`src/rtl/sva_stim_gen_pkg.sv`:
```
// Shared types and beat helpers for the sva_stim_gen stimulus generator.
// Property under test: a ##1 d[*1:3] ##1 e, vacuous when !a.
package sva_stim_pkg;

  typedef enum logic [1:0] {
    KIND_PASS = 2'd0,
    KIND_FAIL = 2'd1,
    KIND_VAC  = 2'd2,
    KIND_RSVD = 2'd3
  } stim_kind_t;

  typedef enum logic [1:0] {
    V_LAZY   = 2'd0,
    V_SUCC   = 2'd1,
    V_FAIL   = 2'd2,
    V_BADCMD = 2'd3
  } verdict_t;

  typedef enum logic [1:0] {
    RST_HOLD = 2'd0,
    IDLE     = 2'd1,
    ARMED    = 2'd2,
    BEAT     = 2'd3
  } gen_state_t;

  typedef struct packed {
    logic a;
    logic d;
    logic e;
  } beat_t;

  function automatic logic [2:0] rep_of(logic [1:0] drep);
    return (drep == 2'd0) ? 3'd1 : {1'b0, drep};
  endfunction

  function automatic logic [2:0] stage_of(
    logic [2:0] rep,
    logic [2:0] stage
  );
    logic [2:0] lim;
    lim = rep + 3'd1;
    return (stage == 3'd0 || stage > lim) ? lim : stage;
  endfunction

  function automatic logic [2:0] last_of(
    stim_kind_t kind,
    logic [2:0] rep,
    logic [2:0] stage
  );
    logic [2:0] l;
    l = 3'd0;
    unique case (kind)
      KIND_PASS: l = rep + 3'd1;
      KIND_FAIL: l = stage;
      default:   l = 3'd0;
    endcase
    return l;
  endfunction

  // FAIL follows the PASS pattern up to the cut beat, which is all-zero
  function automatic beat_t beat_of(
    stim_kind_t kind,
    logic [2:0] rep,
    logic [2:0] stage,
    logic [2:0] idx
  );
    beat_t b;
    logic  cut;
    b   = '0;
    cut = (kind == KIND_FAIL) && (idx == stage);
    if (kind == KIND_PASS || kind == KIND_FAIL) begin
      unique case (1'b1)
        cut:                              b   = '0;
        !cut && idx == 3'd0:              b.a = 1'b1;
        !cut && idx != 3'd0 && idx <= rep: b.d = 1'b1;
        !cut && idx != 3'd0 && idx > rep:  b.e = 1'b1;
      endcase
    end
    return b;
  endfunction

  function automatic verdict_t verdict_of(stim_kind_t kind);
    verdict_t v;
    v = V_BADCMD;
    unique case (kind)
      KIND_PASS: v = V_SUCC;
      KIND_FAIL: v = V_FAIL;
      KIND_VAC:  v = V_LAZY;
      default:   v = V_BADCMD;
    endcase
    return v;
  endfunction

endpackage

```
`src/rtl/sva_stim_gen_if.sv`:
```
// Command handshake and verdict bundle of sva_stim_gen.
// master = command source / verdict sink, slave = generator.
interface sva_stim_gen_if;
  import sva_stim_pkg::*;

  logic       cmd_valid;
  logic       cmd_ready;
  stim_kind_t cmd_kind;
  logic [1:0] cmd_drep;
  logic [2:0] cmd_fail_stage;
  logic       exp_valid;
  verdict_t   exp_code;

  modport master (
    output cmd_valid,
    output cmd_kind,
    output cmd_drep,
    output cmd_fail_stage,
    input  cmd_ready,
    input  exp_valid,
    input  exp_code
  );

  modport slave (
    input  cmd_valid,
    input  cmd_kind,
    input  cmd_drep,
    input  cmd_fail_stage,
    output cmd_ready,
    output exp_valid,
    output exp_code
  );

endinterface

```
`src/rtl/sva_stim_gen_gclk_gen.sv`:
```
// User clock divider and user reset hold for sva_stim_gen.
// Ticks mark the sys_clk cycle at whose end gclk toggles.
module gclk_gen #(
  parameter int HALF_PERIOD = 4,
  parameter int GRST_CYCLES = 2
) (
  input  logic sys_clk,
  input  logic sys_rst,
  output logic gclk,
  output logic grst,
  output logic fall_tick,
  output logic rise_tick
);

  localparam int CW = $clog2(HALF_PERIOD);
  localparam int RW = $clog2(GRST_CYCLES + 1);

  logic [CW-1:0] cnt;
  logic [RW-1:0] rcnt;
  logic          wrap;
  logic          held;

  assign wrap      = (cnt == CW'(HALF_PERIOD - 1));
  assign fall_tick = wrap & gclk;
  assign rise_tick = wrap & ~gclk;
  assign held      = (rcnt == RW'(GRST_CYCLES));

  always_ff @(posedge sys_clk or posedge sys_rst) begin
    if (sys_rst) begin
      cnt  <= '0;
      gclk <= 1'b0;
      rcnt <= '0;
      grst <= 1'b1;
    end else begin
      cnt <= wrap ? '0 : cnt + 1'b1;
      if (wrap) gclk <= ~gclk;
      if (rise_tick && !held) rcnt <= rcnt + 1'b1;
      // release on a falling edge so grst is stable at the next rise
      if (fall_tick && held) grst <= 1'b0;
    end
  end

endmodule

```
`src/rtl/sva_stim_gen.sv`:
```
// Stimulus generator for gclk-domain sequence checkers: drives a/d/e
// one gclk beat at a time and reports the verdict a checker must give.
module sva_stim_gen
  import sva_stim_pkg::*;
#(
  parameter int HALF_PERIOD = 4,
  parameter int GRST_CYCLES = 2
) (
  input  logic           sys_clk,
  input  logic           sys_rst,
  sva_stim_gen_if.slave  cmd,
  output logic           gclk,
  output logic           grst,
  output logic           a,
  output logic           d,
  output logic           e,
  output logic           busy
);

  gen_state_t state;
  gen_state_t state_nxt;
  stim_kind_t kind_q;
  verdict_t   verd_q;
  beat_t      beat_q;
  logic [2:0] rep_q;
  logic [2:0] stage_q;
  logic [2:0] last_q;
  logic [2:0] idx_q;
  logic [2:0] rep_in;
  logic [2:0] stage_in;
  logic       pend_q;
  logic       fall_tick;
  logic       hs;
  logic       last_beat;

  gclk_gen #(
    .HALF_PERIOD (HALF_PERIOD),
    .GRST_CYCLES (GRST_CYCLES)
  ) u_gclk (
    .sys_clk   (sys_clk),
    .sys_rst   (sys_rst),
    .gclk      (gclk),
    .grst      (grst),
    .fall_tick (fall_tick),
    .rise_tick ()
  );

  assign hs        = cmd.cmd_valid & cmd.cmd_ready;
  assign rep_in    = rep_of(cmd.cmd_drep);
  assign stage_in  = stage_of(rep_in, cmd.cmd_fail_stage);
  assign last_beat = (idx_q == last_q);
  assign a         = beat_q.a;
  assign d         = beat_q.d;
  assign e         = beat_q.e;

  always_ff @(posedge sys_clk or posedge sys_rst) begin
    if (sys_rst) state <= RST_HOLD;
    else         state <= state_nxt;
  end

  always_comb begin
    state_nxt = state;
    unique case (state)
      RST_HOLD: if (!grst) state_nxt = IDLE;
      IDLE: begin
        if (hs && cmd.cmd_kind != KIND_RSVD)
          state_nxt = ARMED;
      end
      ARMED: if (fall_tick) state_nxt = BEAT;
      BEAT:  if (fall_tick && last_beat) state_nxt = IDLE;
    endcase
  end

  // hold off a new command while the previous verdict is still pending
  always_comb begin
    cmd.cmd_ready = (state == IDLE) && !pend_q;
  end

  always_ff @(posedge sys_clk or posedge sys_rst) begin
    if (sys_rst) begin
      kind_q        <= KIND_PASS;
      verd_q        <= V_LAZY;
      beat_q        <= '0;
      rep_q         <= 3'd1;
      stage_q       <= 3'd0;
      last_q        <= 3'd0;
      idx_q         <= 3'd0;
      pend_q        <= 1'b0;
      busy          <= 1'b0;
      cmd.exp_valid <= 1'b0;
      cmd.exp_code  <= V_LAZY;
    end else begin
      cmd.exp_valid <= pend_q;
      pend_q        <= 1'b0;
      if (pend_q) begin
        cmd.exp_code <= verd_q;
        busy         <= 1'b0;
      end
      unique case (state)
        IDLE: begin
          if (hs) begin
            kind_q  <= cmd.cmd_kind;
            rep_q   <= rep_in;
            stage_q <= stage_in;
            last_q  <= last_of(cmd.cmd_kind, rep_in, stage_in);
            verd_q  <= verdict_of(cmd.cmd_kind);
            if (cmd.cmd_kind == KIND_RSVD) begin
              cmd.exp_valid <= 1'b1;
              cmd.exp_code  <= V_BADCMD;
            end else begin
              busy <= 1'b1;
            end
          end
        end
        ARMED: begin
          if (fall_tick) begin
            idx_q  <= 3'd0;
            beat_q <= beat_of(kind_q, rep_q, stage_q, 3'd0);
          end
        end
        BEAT: begin
          if (fall_tick) begin
            if (last_beat) begin
              beat_q <= '0;
              pend_q <= 1'b1;
            end else begin
              idx_q  <= idx_q + 3'd1;
              beat_q <= beat_of(kind_q, rep_q, stage_q, idx_q + 3'd1);
            end
          end
        end
        default: ;
      endcase
    end
  end

endmodule
```
`src/flat_wrapper.sv`:
```
// flat-port wrapper written by rule: the top's interface ports become plain ports
module sva_stim_gen_flat import sva_stim_pkg::*;
#(
  parameter int HALF_PERIOD = 4,
  parameter int GRST_CYCLES = 2
)
  (sys_clk, sys_rst, gclk, grst, a, d, e, busy, cmd_cmd_valid, cmd_cmd_kind, cmd_cmd_drep, cmd_cmd_fail_stage, cmd_cmd_ready, cmd_exp_valid, cmd_exp_code);
  sva_stim_gen_if cmd_i ();
  input  logic sys_clk;
  input  logic sys_rst;
  output logic gclk;
  output logic grst;
  output logic a;
  output logic d;
  output logic e;
  output logic busy;
  input wire logic [$bits(cmd_i.cmd_valid)-1:0] cmd_cmd_valid;
  input wire logic [$bits(cmd_i.cmd_kind)-1:0] cmd_cmd_kind;
  input wire logic [$bits(cmd_i.cmd_drep)-1:0] cmd_cmd_drep;
  input wire logic [$bits(cmd_i.cmd_fail_stage)-1:0] cmd_cmd_fail_stage;
  output wire logic [$bits(cmd_i.cmd_ready)-1:0] cmd_cmd_ready;
  output wire logic [$bits(cmd_i.exp_valid)-1:0] cmd_exp_valid;
  output wire logic [$bits(cmd_i.exp_code)-1:0] cmd_exp_code;
  assign cmd_i.cmd_valid = cmd_cmd_valid;
  assign cmd_i.cmd_kind = cmd_cmd_kind;
  assign cmd_i.cmd_drep = cmd_cmd_drep;
  assign cmd_i.cmd_fail_stage = cmd_cmd_fail_stage;
  assign cmd_cmd_ready = cmd_i.cmd_ready;
  assign cmd_exp_valid = cmd_i.exp_valid;
  assign cmd_exp_code = cmd_i.exp_code;
  sva_stim_gen #(.HALF_PERIOD(HALF_PERIOD), .GRST_CYCLES(GRST_CYCLES)) u_core (.sys_clk(sys_clk), .sys_rst(sys_rst), .cmd(cmd_i), .gclk(gclk), .grst(grst), .a(a), .d(d), .e(e), .busy(busy));
endmodule
```
`config.mk`:
```
export PLATFORM = sky130hd
export DESIGN_NAME = sva_stim_gen_flat
export DESIGN_NICKNAME = d
export VERILOG_FILES = /design/src/rtl/sva_stim_gen_pkg.sv /design/src/rtl/sva_stim_gen_if.sv /design/src/rtl/sva_stim_gen_gclk_gen.sv /design/src/rtl/sva_stim_gen.sv /design/src/flat_wrapper.sv
export SDC_FILE = /design/constraint.sdc
export NUM_CORES = 1
export LEC_CHECK = 0
export BUFFER_PORTS_ARGS = -buffer_cell sky130_fd_sc_hd__buf_2
export CORE_MARGIN = 1
export CORE_UTILIZATION = 45
export CTS_CLUSTER_DIAMETER = 120
export DETAILED_ROUTE_END_ITERATION = 8
export PLACE_DENSITY = 0.62
export SLEW_MARGIN = 20
export SYNTH_ARGS = -nofsm -noshare
export SYNTH_HDL_FRONTEND = slang
export SYNTH_SLANG_ARGS = --single-unit
```
`constraint.sdc`:
```
create_clock -name sys_clk -period 2.6 [get_ports sys_clk]
set_input_delay 0.52 -clock sys_clk [delete_from_list [all_inputs] [get_ports sys_clk]]
set_output_delay 0.52 -clock sys_clk [all_outputs]
set_load 0.02 [all_outputs]
```
== After elaboration in Yosys (flattened, before gate mapping) ==
Cells that the tools add are included.
Widths: inputs -> output; s select.
Word-level totals
  word-level logic and storage cells: 115
  register bits: 32
Operators by class
  bitwise operators: 4
  order comparisons: 3
  mux-type cells: 38
  equality and inequality tests: 18
  reduce and logical (&&, ||, !) cells: 30
  add/subtract/negate cells: 4
Operator list (count)
  $mux 3: 9
  $mux 2: 10
  $pmux 3 s2: 3
  $mux 1: 13
  $eq 2x2->1 const B: 6
  $logic_and 1x1->1: 11
  $logic_not 3->1: 3
  $logic_not 2->1: 4
  $ne 2x1->1 const B: 4
  $pmux 2 s4: 1
  $reduce_and 4->1: 2
  $add 3x1->3 const B: 2
  $eq 2x1->1 const B: 3
  $eq 3x3->1: 2
  $gt 3x3->1: 2
  $ne 2x2->1 const B: 3
  $pmux 2 s3: 1
  $add 2x1->2 const B: 2
  $logic_not 1->1: 4
  $and 1x1->1: 3
  $le 3x3->1: 1
  $reduce_and 3->1: 1
  $reduce_bool 3->1: 1
  $logic_or 1x1->1: 2
  4 further kinds: 4

== Longest topological paths before layout ==
Gate-level depths: netlist of the first run.
  word-level depth: 11
  mapped depth: 8

== Hierarchy ==
From an unflattened synthesis of the first run, not the netlist that was laid out.
Unflattened totals
  cells, all modules: 181
  area total of the unflattened synthesis: 1811.7 µm²
Modules (own cells, without submodules)
  sva_stim_gen: instances 1, cells an instance 162, area an instance 1552.7 µm², sequential area each 626.9 µm²
  gclk_gen: instances 1, cells an instance 19, area an instance 259.0 µm², sequential area each 151.4 µm²

== Worst setup path before layout of the first run ==
OpenSTA, ideal clock, no wires.
  kind: input-to-reg
  start: in cmd_cmd_drep[1]
  end: reg u_core.stage_q[0]
  arrival: 1940 ps
  library setup time: 77 ps
  cell stages on the path: 8
  data required time: 2523 ps
  setup slack: 583 ps
  cell sequence: buf_2 -> inv_1 -> nor2_1 -> ha_1 -> and4bb_2 -> a2bb2oi_2 -> a311o_1 -> a21oi_1
On the way
  longest elaborated chain between the ends: 6
Ends and longest elaborated chain
  start: declaration: RTL line flat_wrapper.sv:19  | input wire logic [$bits(cmd_i.cmd_drep)-1:0] cmd_cmd_drep;
  $logic_not 2->1: RTL line sva_stim_gen_pkg.sv:33  | return (drep == 2'd0) ? 3'd1 : {1'b0, drep};
  $mux 2 *: RTL line sva_stim_gen_pkg.sv:33
  $add 3x1->3 *: RTL line sva_stim_gen_pkg.sv:41  | lim = rep + 3'd1;
  $gt 3x3->1: RTL line sva_stim_gen_pkg.sv:42  | return (stage == 3'd0 || stage > lim) ? lim : stage;
  $logic_or 1x1->1: RTL line sva_stim_gen_pkg.sv:42
  $mux 3 *: RTL line sva_stim_gen_pkg.sv:42
  end signal: assignment: RTL line sva_stim_gen.sv:104  | stage_q <= stage_in;
  end: declaration: RTL line sva_stim_gen.sv:26  | logic [2:0] stage_q;
Every way passes the cells marked *; elsewhere a longest branch is shown, timed or not.
A chain may end at the register's enable or synchronous reset.

== Worst setup path in the final report of the first run ==
  start: reg u_core.idx_q[0]
  end: reg u_core.beat_q (netlist bit u_core.d)
On the way
  longest elaborated chain between the ends: 11
  elaborated cells on any way between the ends: 14
Ends and longest elaborated chain
  start: declaration: RTL line sva_stim_gen.sv:28  | logic [2:0] idx_q;
  start signal: assignment: RTL line sva_stim_gen.sv:127  | idx_q <= idx_q + 3'd1;
  $add 3x1->3: RTL line sva_stim_gen.sv:128  | beat_q <= beat_of(kind_q, rep_q, stage_q, idx_q + 3'd1);
  $eq 3x3->1: RTL line sva_stim_gen_pkg.sv:70  | cut = (kind == KIND_FAIL) && (idx == stage);
  $logic_and 1x1->1: RTL line sva_stim_gen_pkg.sv:70
  $logic_not 1->1: RTL line sva_stim_gen_pkg.sv:75  | !cut && idx != 3'd0 && idx <= rep: b.d = 1'b1;
  $logic_and 1x1->1 (2 in series): RTL line sva_stim_gen_pkg.sv:75
  $mux 1: RTL line sva_stim_gen_pkg.sv:72  | unique case (1'b1)
  $mux 3: RTL line sva_stim_gen_pkg.sv:71  | if (kind == KIND_PASS || kind == KIND_FAIL) begin
  $mux 3 *: RTL line sva_stim_gen.sv:123  | if (last_beat) begin
  $mux 3 *: RTL line sva_stim_gen.sv:122  | if (fall_tick) begin
  $pmux 3 s2 *: RTL line sva_stim_gen.sv:99  | unique case (state)
  end signal: assignment: RTL line sva_stim_gen.sv:118  | beat_q <= beat_of(kind_q, rep_q, stage_q, 3'd0);
  end signal: assignment: RTL line sva_stim_gen.sv:128
  end: declaration: RTL line sva_stim_gen.sv:24  | beat_t beat_q;
Every way passes the cells marked *; elsewhere a longest branch is shown, timed or not. The select of a mux whose other input is x is not followed.

==> impl_metrics.json, run 1 <==
{
  "synth_top_area_cell": "dfrtp_1",
  "fin_crit_sh_pct": 80.9,
  "yosysWarnings": 0,
  "die_w_um": 65.1,
  "routed_via_density": 5.36,
  "wl_per_cell_um": 13.8,
  "end_kind": "register",
  "cp.required_ps": 2770,
  "finalMaxSlewViolations": 0,
  "grtUsageTotal_pct": 19.3,
  "cts.sinks": 31,
  "cts_setup_buffers": 0,
  "vias": 1366,
  "grt_pass1_vias": 1390,
  "synth-edff-count": 0,
  "swShare_pct": 37.1,
  "die-height_um": 65.1,
  "syn_inst": 185,
  "synth_nets": 210,
  "htree_num_levels": 2,
  "yosysMostFrequentCell": "dfrtp_1",
  "initial_core_util_pct": 47.8,
  "io_buffers": 19,
  "grt_pass1_wl_um": 6180,
  "ys_async_sr_fraction_pct": 100,
  "rrSetupSlack_ps": 500,
  "crit_path_end": "u_core.d",
  "drive_gt1_share_pct": 18.4,
  "syn_area_mm2": 0.00179,
  "leakagePower_uw": 0.000965,
  "skew_ps": 3.11,
  "synthDominantCellAreaShare_pct": 40.6,
  "netlist_top_cells_area": "dfrtp_1 41%, ha_1 10%, nand2_1 4.2%",
  "p_sw_uw": 695,
  "rsz0062_at_grt": "no",
  "drc": 0,
  "drt_wl_total_um": 3510,
  "cts_resized": 0,
  "drt_pass1_iterations": 4,
  "whs_ps": 307,
  "max-slew-margin-rel_pct": 67.2,
  "crit_slowest_cell": "dfrtp_1",
  "r2r-start": "u_core.idx_q[0]",
  "worst-setup-path-type": "reg -> reg",
  "ctsHoldBuffers": 0,
  "seqPwrFrac_pct": 40.0,
  "synth_common_cells": "29 x dfrtp_1, 20 x nand2_1, 16 x inv_1",
  "design_area_mm2": 0.00202,
  "cts_tree": "yes",
  "ant_nets": 0,
  "pwr-share-clk_pct": 21.9,
  "gp_congestion": 0.837,
  "ios": 20,
  "setup_viol_count_final": 0,
  "path_cells": "ha_1 -> ha_1 -> xor2_1 -> nor4_1 -> nor2_1 -> a32o_1",
  "cp_max_fo": 6,
  "totalPowerFinal_uw": 1870,
  "fin_ws_ps": 497,
  "min_period_ps": 2100,
  "final_hold_viol_count": 0,
  "status": "complete, no violations",
  "coreArea_mm2": 0.00374,
  "setup_tns_ps": 0,
  "area_delta_synth_final_pct": 13.0,
  "post-place-ws_ps": 426,
  "clk_pin_slew_ps": 60,
  "cap_violations": 0,
  "internal_power_uw": 1180,
  "rows": 22,
  "yosysSeqAreaShare_pct": 43.5,
  "n_antenna_cell": 0,
  "ir_worst_vdd_mv": 0.364,
  "overflow": 0,
  "cpMostUsedCell": "ha_1",
  "ys.flop_type": "dfrtp_1",
  "antenna_found_initial": 0,
  "comb_power_share_pct": 38.2,
  "cellPowerDensity_mw_per_mm2": 927,
  "cts_root_buf": "clkbuf_8",
  "avgSynthCellArea_um2": 9.67,
  "crit_arrival_ps": 2270,
  "r2r-end": "u_core.d",
  "die_area_mm2": 0.00423,
  "synth.distinct_cells": 50,
  "synth_seq_cells": 31,
  "min_path_type": "in -> async",
  "worst-slew-pin-transition_ps": 489,
  "drt_iter0_markers": 57,
  "clk_latency_ps": 280,
  "place_area_mm2": 0.00192,
  "rr_worst_depth": 6,
  "cp-start-kind": "register",
  "numCtsBuffers": 5,
  "grt_max_degree": 32,
  "cpPeakStageDelay_ps": 450,
  "dp_hpwl_um": 2640,
  "nNetsFinal": 231,
  "startpoint": "u_core.idx_q[0]",
  "fill_cells": 385,
  "max_freq_mhz": 476,
  "cts_buffer_depth": 2
}
power groups by stage:
stage	clock network, µW	registers (µW)	logic, µW
4_1_cts	419	748	722
3_3_place_gp	0	746	690
5_1_grt	441	768	817
2_1_floorplan	0	772	498
6_report	410	749	715
3_5_place_dp	0	756	721
routing by layer:
layer | track usage, % | wire (µm) | share of wire [%] | up-vias
met1 | 23.6 | 1660 | 47 | 644
met3 | 4.23 | 104 | 3.0 | 5
met4 | 7.61 | 53 | 1.5 | 0
met2 | 32.7 | 1680 | 48 | 28
li1 | - | - | - | 689
met5 | 0 | 0 | 0 | -
registers in the layout, indices dropped and copies added (netlist names), 2 cells and up:
signal,count
u_core.kind_q,2
u_core.u_gclk.rcnt,2
u_core.last_q,3
u_core.cmd.exp_code,2
u_core.stage_q,3
u_core.verd_q,2
u_core.state,2
u_core.rep_q,2
u_core.idx_q,3
u_core.u_gclk.cnt,2
worst max-delay path, delay by kind of cell (launching register included):
family | cells | cell delay (ps)
xor gates and xnor gates | 1 | 180
AOI/OAI and AO/OA | 1 | 260
and+or+nand+nor | 2 | 530
DFF | 1 | 450
adders and majority gates | 2 | 570
how the worst min path moves through the flow:
stage / end / slack, ps / cells past startpoint
finish: u_core.idx_q[0] / 310 / 3
global route: u_core.idx_q[0] / 360 / 3
CTS: u_core.cmd.exp_code[0] / 330 / 3
detailed placement: u_core.u_gclk.cnt[0] / 430 / 1
global placement: u_core.u_gclk.cnt[0] / 410 / 1
floorplan: u_core.u_gclk.cnt[0] / 400 / 1
through the flow:
step           util (%)  cells
6_report           54.0    255
5_1_grt            54.0    255
4_1_cts            54.0    255
3_5_place_dp       51.3    247
3_3_place_gp       51.3    247
2_1_floorplan         -    185
placed cells by master (no fill, tap or decap), types with 2 or more instances in the layout:
cell,instances
dfrtp_1,29
nand2_1,20
buf_2,19
inv_1,16
ha_1,15
a21oi_1,12
nor2_1,12
o21ai_0,8
clkbuf_8,7
xor2_1,6
mux2i_1,5
nand2b_1,3
nor4_1,3
nand4_1,3
o211ai_1,3
o21ai_1,3
a31oi_1,3
xnor2_1,2
a22oi_1,2
or2_2,2
a2bb2oi_1,2
and3_1,2
buf_4,2
dfstp_2,2
kinds of logic (layout without fill, tap and decap cells):
| kind of cell | after synthesis | count (layout) | synth area share [%] |
|---|---|---|---|
| adder cells (fa/ha/maj) | 15 | 15 | 10.5 |
| flip-flops | 31 | 31 | 43.5 |
| buffers and inverters | 23 | 45 | 5.45 |
| multiplexers | 7 | 7 | 4.27 |
| AND/OR/NAND/NOR | 57 | 57 | 16.3 |
| XOR/XNOR | 8 | 8 | 3.92 |
| AO/OA/AOI/OAI | 44 | 44 | 16.1 |
final cells by class:
| type | instances | area [µm²] | area share, % |
|---|---|---|---|
| sequential | 31 | 778 | 38.5 |
| clock buffer | 8 | 100 | 4.95 |
| multi-input combinational | 131 | 913 | 45.2 |
| inverter | 16 | 60.1 | 2.97 |
| tap | 48 | 60.1 | 2.97 |
| timing repair buffer | 21 | 110 | 5.45 |
(Power assumes the default switching activity.)
==> inputs of run 2 (changes only) <==
- PLACE_DENSITY: 0.62 -> 0.64
- clock period: 2.6 -> 1.7 ns (I/O delays scaled with it)
==> impl_metrics.json, run 2 (synthesized netlist as in run 1, its figures left out) <==
{
  "area_delta_synth_final_pct": 27.9,
  "min_period_ps": 1710,
  "pwr-share-clk_pct": 17.9,
  "nNetsFinal": 254,
  "comb_power_share_pct": 44.0,
  "swShare_pct": 37.6,
  "rrSetupSlack_ps": -10,
  "placed_cells": 270,
  "cts_tree": "yes",
  "max-slew-margin-rel_pct": 72.6,
  "multi_input_area_mm2": 0.00103,
  "rsz0062_at_grt": "yes",
  "rows": 22,
  "n_antenna_cell": 0,
  "worst-setup-path-type": "reg -> reg",
  "die_area_mm2": 0.00423,
  "cap_violations": 0,
  "crit_arrival_ps": 1910,
  "leakagePower_uw": 0.00107,
  "dp_hpwl_um": 3000,
  "drc": 0,
  "final_cell_mix": "29 x dfrtp_1, 26 x buf_4, 18 x nand2_1, 18 x buf_2, 15 x inv_1",
  "ant_nets": 0,
  "top_regs": "u_core.idx_q: 3 flops, u_core.last_q: 3 flops, u_core.stage_q: 3 flops",
  "gp_congestion": 0.871,
  "max_freq_mhz": 584,
  "cp.required_ps": 1900,
  "vias": 1463,
  "cts.sinks": 31,
  "wl_per_cell_um": 13.8,
  "seqPwrFrac_pct": 38.1,
  "fill_cells": 339,
  "final_hold_viol_count": 0,
  "numCtsBuffers": 5,
  "post-place-ws_ps": -99.0,
  "grt_pass1_wl_um": 6710,
  "place_area_mm2": 0.00217,
  "coreArea_mm2": 0.00374,
  "design_area_mm2": 0.00229,
  "grt_max_degree": 32,
  "ios": 20,
  "internal_power_uw": 1850,
  "ir_worst_vdd_mv": 0.665,
  "clk_latency_ps": 280,
  "seq_area_um2": 778,
  "fin_crit_sh_pct": 101,
  "setup_viol_count_final": 1,
  "cellPowerDensity_mw_per_mm2": 1300,
  "end_kind": "register",
  "totalPowerFinal_uw": 2970,
  "worst-slew-pin-transition_ps": 410,
  "overflow": 0,
  "grtUsageTotal_pct": 20.8,
  "cts_buffer_depth": 2,
  "drt_iter0_markers": 56,
  "p_sw_uw": 1120,
  "antenna_found_initial": 0,
  "cts_root_buf": "clkbuf_8",
  "drive_gt1_share_pct": 32.8,
  "io_buffers": 19,
  "grt_pass1_vias": 1530,
  "die-height_um": 65.1,
  "failed_checks": "setup timing",
  "cp_max_fo": 3,
  "finalMaxSlewViolations": 0,
  "initial_core_util_pct": 47.8,
  "drt_wl_total_um": 3810,
  "fin_cells": 277,
  "status": "finished, violations left",
  "cts_setup_buffers": 0,
  "drt_pass1_iterations": 4,
  "clk_pin_slew_ps": 70,
  "layout_commonest_cell": "dfrtp_1",
  "htree_num_levels": 2,
  "min_path_type": "in -> async",
  "skew_ps": 11.3,
  "die_w_um": 65.1,
  "cp-start-kind": "register",
  "routed_via_density": 5.28,
  "fin_ws_ps": -10.9,
  "whs_ps": 129
}
run 2: cell type report:
type | count | share of cell area, %
multi-input combinational | 131 | 44.8
sequential | 31 | 34.0
inverter | 16 | 2.73
clock buffer | 7 | 3.34
timing repair buffer | 44 | 12.5
tap | 48 | 2.62
run 2: final timing paths:
kind / startpoint / endpoint / depth (start not counted)
worst max-delay path: u_core.idx_q[1] / u_core.e / 6
worst min-delay path: sys_rst / u_core.state[1] / 3
worst max register to register: u_core.idx_q[1] / u_core.e / 6
worst min register to register: u_core.u_gclk.cnt[0] / u_core.u_gclk.cnt[0] / 1
max in group asynchronous: sys_rst / u_core.rep_q[0] / 3
min in group sys_clk: u_core.u_gclk.cnt[0] / u_core.u_gclk.cnt[0] / 1
run 2: layer usage:
layer / up-vias / routed length, µm / track usage, %
li1: 734 / - / -
met1: 694 / 1680 / 24.2
met2: 28 / 1960 / 36.5
met3: 7 / 107 / 4.40
met4: 0 / 65 / 9.24
met5: - / 0 / 0
run 2: through the flow:
stage	setup TNS, ps	util [%]
2_1_floorplan	-2.74	-
3_3_place_gp	-136	57.9
3_5_place_dp	-435	57.9
4_1_cts	-12.7	60.3
5_1_grt	-228	61.1
6_report	-10.9	61.1
run 2: repair_timing:
item,4_1_cts,5_1_grt
hold buffers,0,0
pin swaps,1,0
gates resized for setup,3,7
setup endpoints to repair,2,12
run 2: power by group through the flow:
stage	Combinational (µW)	Clock [µW]	Sequential, µW
after global routing	1470	577	1160
after detailed placement	1250	0	1140
after CTS	1270	539	1130
after global placement	1200	0	1120
after floorplan	806	0	1180
final	1310	533	1130
run 2: critical path, cell delays in order (launching register included):
cell and delay (ps):
dfrtp_1 390, ha_2 200, ha_4 280, xor2_2 150
nor4_2 70, or4_1 420, o21ai_1 130
==> inputs of run 3 (changes only) <==
- SYNTH_HIERARCHICAL: default -> 1
==> impl_metrics.json, run 3 <==
{
  "htree_num_levels": 2,
  "max-slew-margin-rel_pct": 77.7,
  "syn_inst": 180,
  "grt_pass1_wl_um": 6700,
  "die_area_mm2": 0.00427,
  "antenna_found_initial": 0,
  "failed_checks": "setup timing",
  "worstHoldPathCells": 3,
  "cp.required_ps": 1870,
  "nNetsFinal": 258,
  "numCtsBuffers": 5,
  "setup_viol_count_final": 1,
  "cts.sinks": 31,
  "cp_max_fo": 5,
  "status": "finished, violations left",
  "cp-start-kind": "register",
  "routed_via_density": 5.26,
  "r2r-end": "u_core/idx_q[0]",
  "fill_cells": 311,
  "grtUsageTotal_pct": 20.5,
  "crit_arrival_ps": 1890,
  "die_w_um": 65.3,
  "ios": 20,
  "whs_ps": 394,
  "synth_nets": 205,
  "wl_per_cell_um": 13.6,
  "layout_commonest_cell": "buf_4",
  "place_area_mm2": 0.00216,
  "totalPowerFinal_uw": 3840,
  "drt_pass1_iterations": 4,
  "startpoint": "u_core/idx_q[0]",
  "gp_congestion": 0.865,
  "crit_path_end": "u_core/idx_q[0]",
  "dp_hpwl_um": 2890,
  "grt_pass1_vias": 1497,
  "fin_crit_sh_pct": 101,
  "drive_gt1_share_pct": 34.6,
  "area_delta_synth_final_pct": 31.6,
  "drt_wl_total_um": 3840,
  "rr_worst_depth": 5,
  "syn_area_mm2": 0.00181,
  "drt_iter0_markers": 78,
  "ant_nets": 0,
  "clk_latency_ps": 280,
  "cts_tree": "yes",
  "die-height_um": 65.3,
  "clk_pin_slew_ps": 60,
  "fin_ws_ps": -15.5,
  "post-place-ws_ps": -195,
  "yosysWarnings": 6,
  "finalMaxSlewViolations": 0,
  "skew_ps": 6.69,
  "cellPowerDensity_mw_per_mm2": 1620,
  "end_kind": "register",
  "io_buffers": 19,
  "design_area_mm2": 0.00238,
  "r2r-start": "u_core/idx_q[0]",
  "final_hold_viol_count": 0,
  "rows": 22,
  "utilization_pct": 63.5,
  "drc": 0,
  "ir_worst_vdd_mv": 0.851,
  "top_regs": "u_core/idx_q: 3 flops, u_core/last_q: 3 flops, u_core/stage_q: 3 flops",
  "cts_root_buf": "clkbuf_8",
  "coreArea_mm2": 0.00374,
  "worst-setup-path-type": "reg -> reg",
  "vias": 1483,
  "min_path_type": "in -> reg",
  "n_antenna_cell": 0,
  "cts_buffer_depth": 2,
  "leakagePower_uw": 0.00115,
  "rrSetupSlack_ps": -20,
  "min_period_ps": 1720,
  "initial_core_util_pct": 48.2,
  "rsz0062_at_grt": "yes",
  "avgSynthCellArea_um2": 10.0,
  "overflow": 0,
  "worst-slew-pin-transition_ps": 334,
  "final_cell_mix": "30 x buf_4, 28 x dfrtp_1, 21 x nand2_1, 19 x buf_2, 15 x inv_1",
  "grt_max_degree": 26,
  "cap_violations": 0,
  "max_freq_mhz": 583
}
-- run 3: where the power goes --
part | internal, µW | total [µW] | leakage (µW) | switching, µW
combinational | 1120 | 2080 | 0.000741 | 959
clock | 290 | 548 | 0.0000395 | 258
sequential | 994 | 1210 | 0.000374 | 217
total | 2410 | 3840 | 0.00115 | 1430
-- run 3: metal layers --
metal	wire, µm	global-route usage, %
met5	0	0
met4	14	5.16
met3	155	6.08
met2	1870	33.9
met1	1790	26.1
-- run 3: final cells by class --
cell class              instances  area [µm²]  area share [%]
inverters                      16        60.1            2.53
multi-input cells             128        1050            44.4
well taps                      48        60.1            2.53
clock buffers                   8        80.1            3.37
flip-flops and latches         31         779            32.8
repair buffers                 51         342            14.4
-- run 3: worst max-delay path: stages (launching register included) --
cell and delay, ps:
dfrtp_2 420, buf_4 150, xor2_1 180, or3_4 380, mux2_4 310, a22o_1 170
-- run 3: timing repair --
| action | CTS | global route |
|---|---|---|
| hold buffers | 1 | 0 |
| hold endpoints to repair | 5 | 0 |
| buffers inserted | 0 | 5 |
| pin swaps | 1 | 4 |
| resized for setup | 6 | 9 |
| endpoints found under the setup margin | 4 | 10 |
| gates cloned | 0 | 0 |
-- run 3: worst min path at each step --
stage / from / to / slack, ps
floorplan: sys_rst / u_core/u_gclk/cnt[0] / 130
global placement: sys_rst / u_core/u_gclk/rcnt[0] / 260
detailed placement: sys_rst / u_core/u_gclk/rcnt[1] / 270
CTS: cmd_cmd_fail_stage[2] / u_core/last_q[2] / 380
global route: cmd_cmd_kind[1] / u_core/kind_q[1] / 410
finish: cmd_cmd_kind[1] / u_core/kind_q[1] / 390
-- run 3: through the flow --
step                setup TNS, ps  instances
floorplan                   -12.6        180
global placement             -561        268
detailed placement           -842        268
CTS                             0        277
global route                 -226        282
finish                      -15.5        282
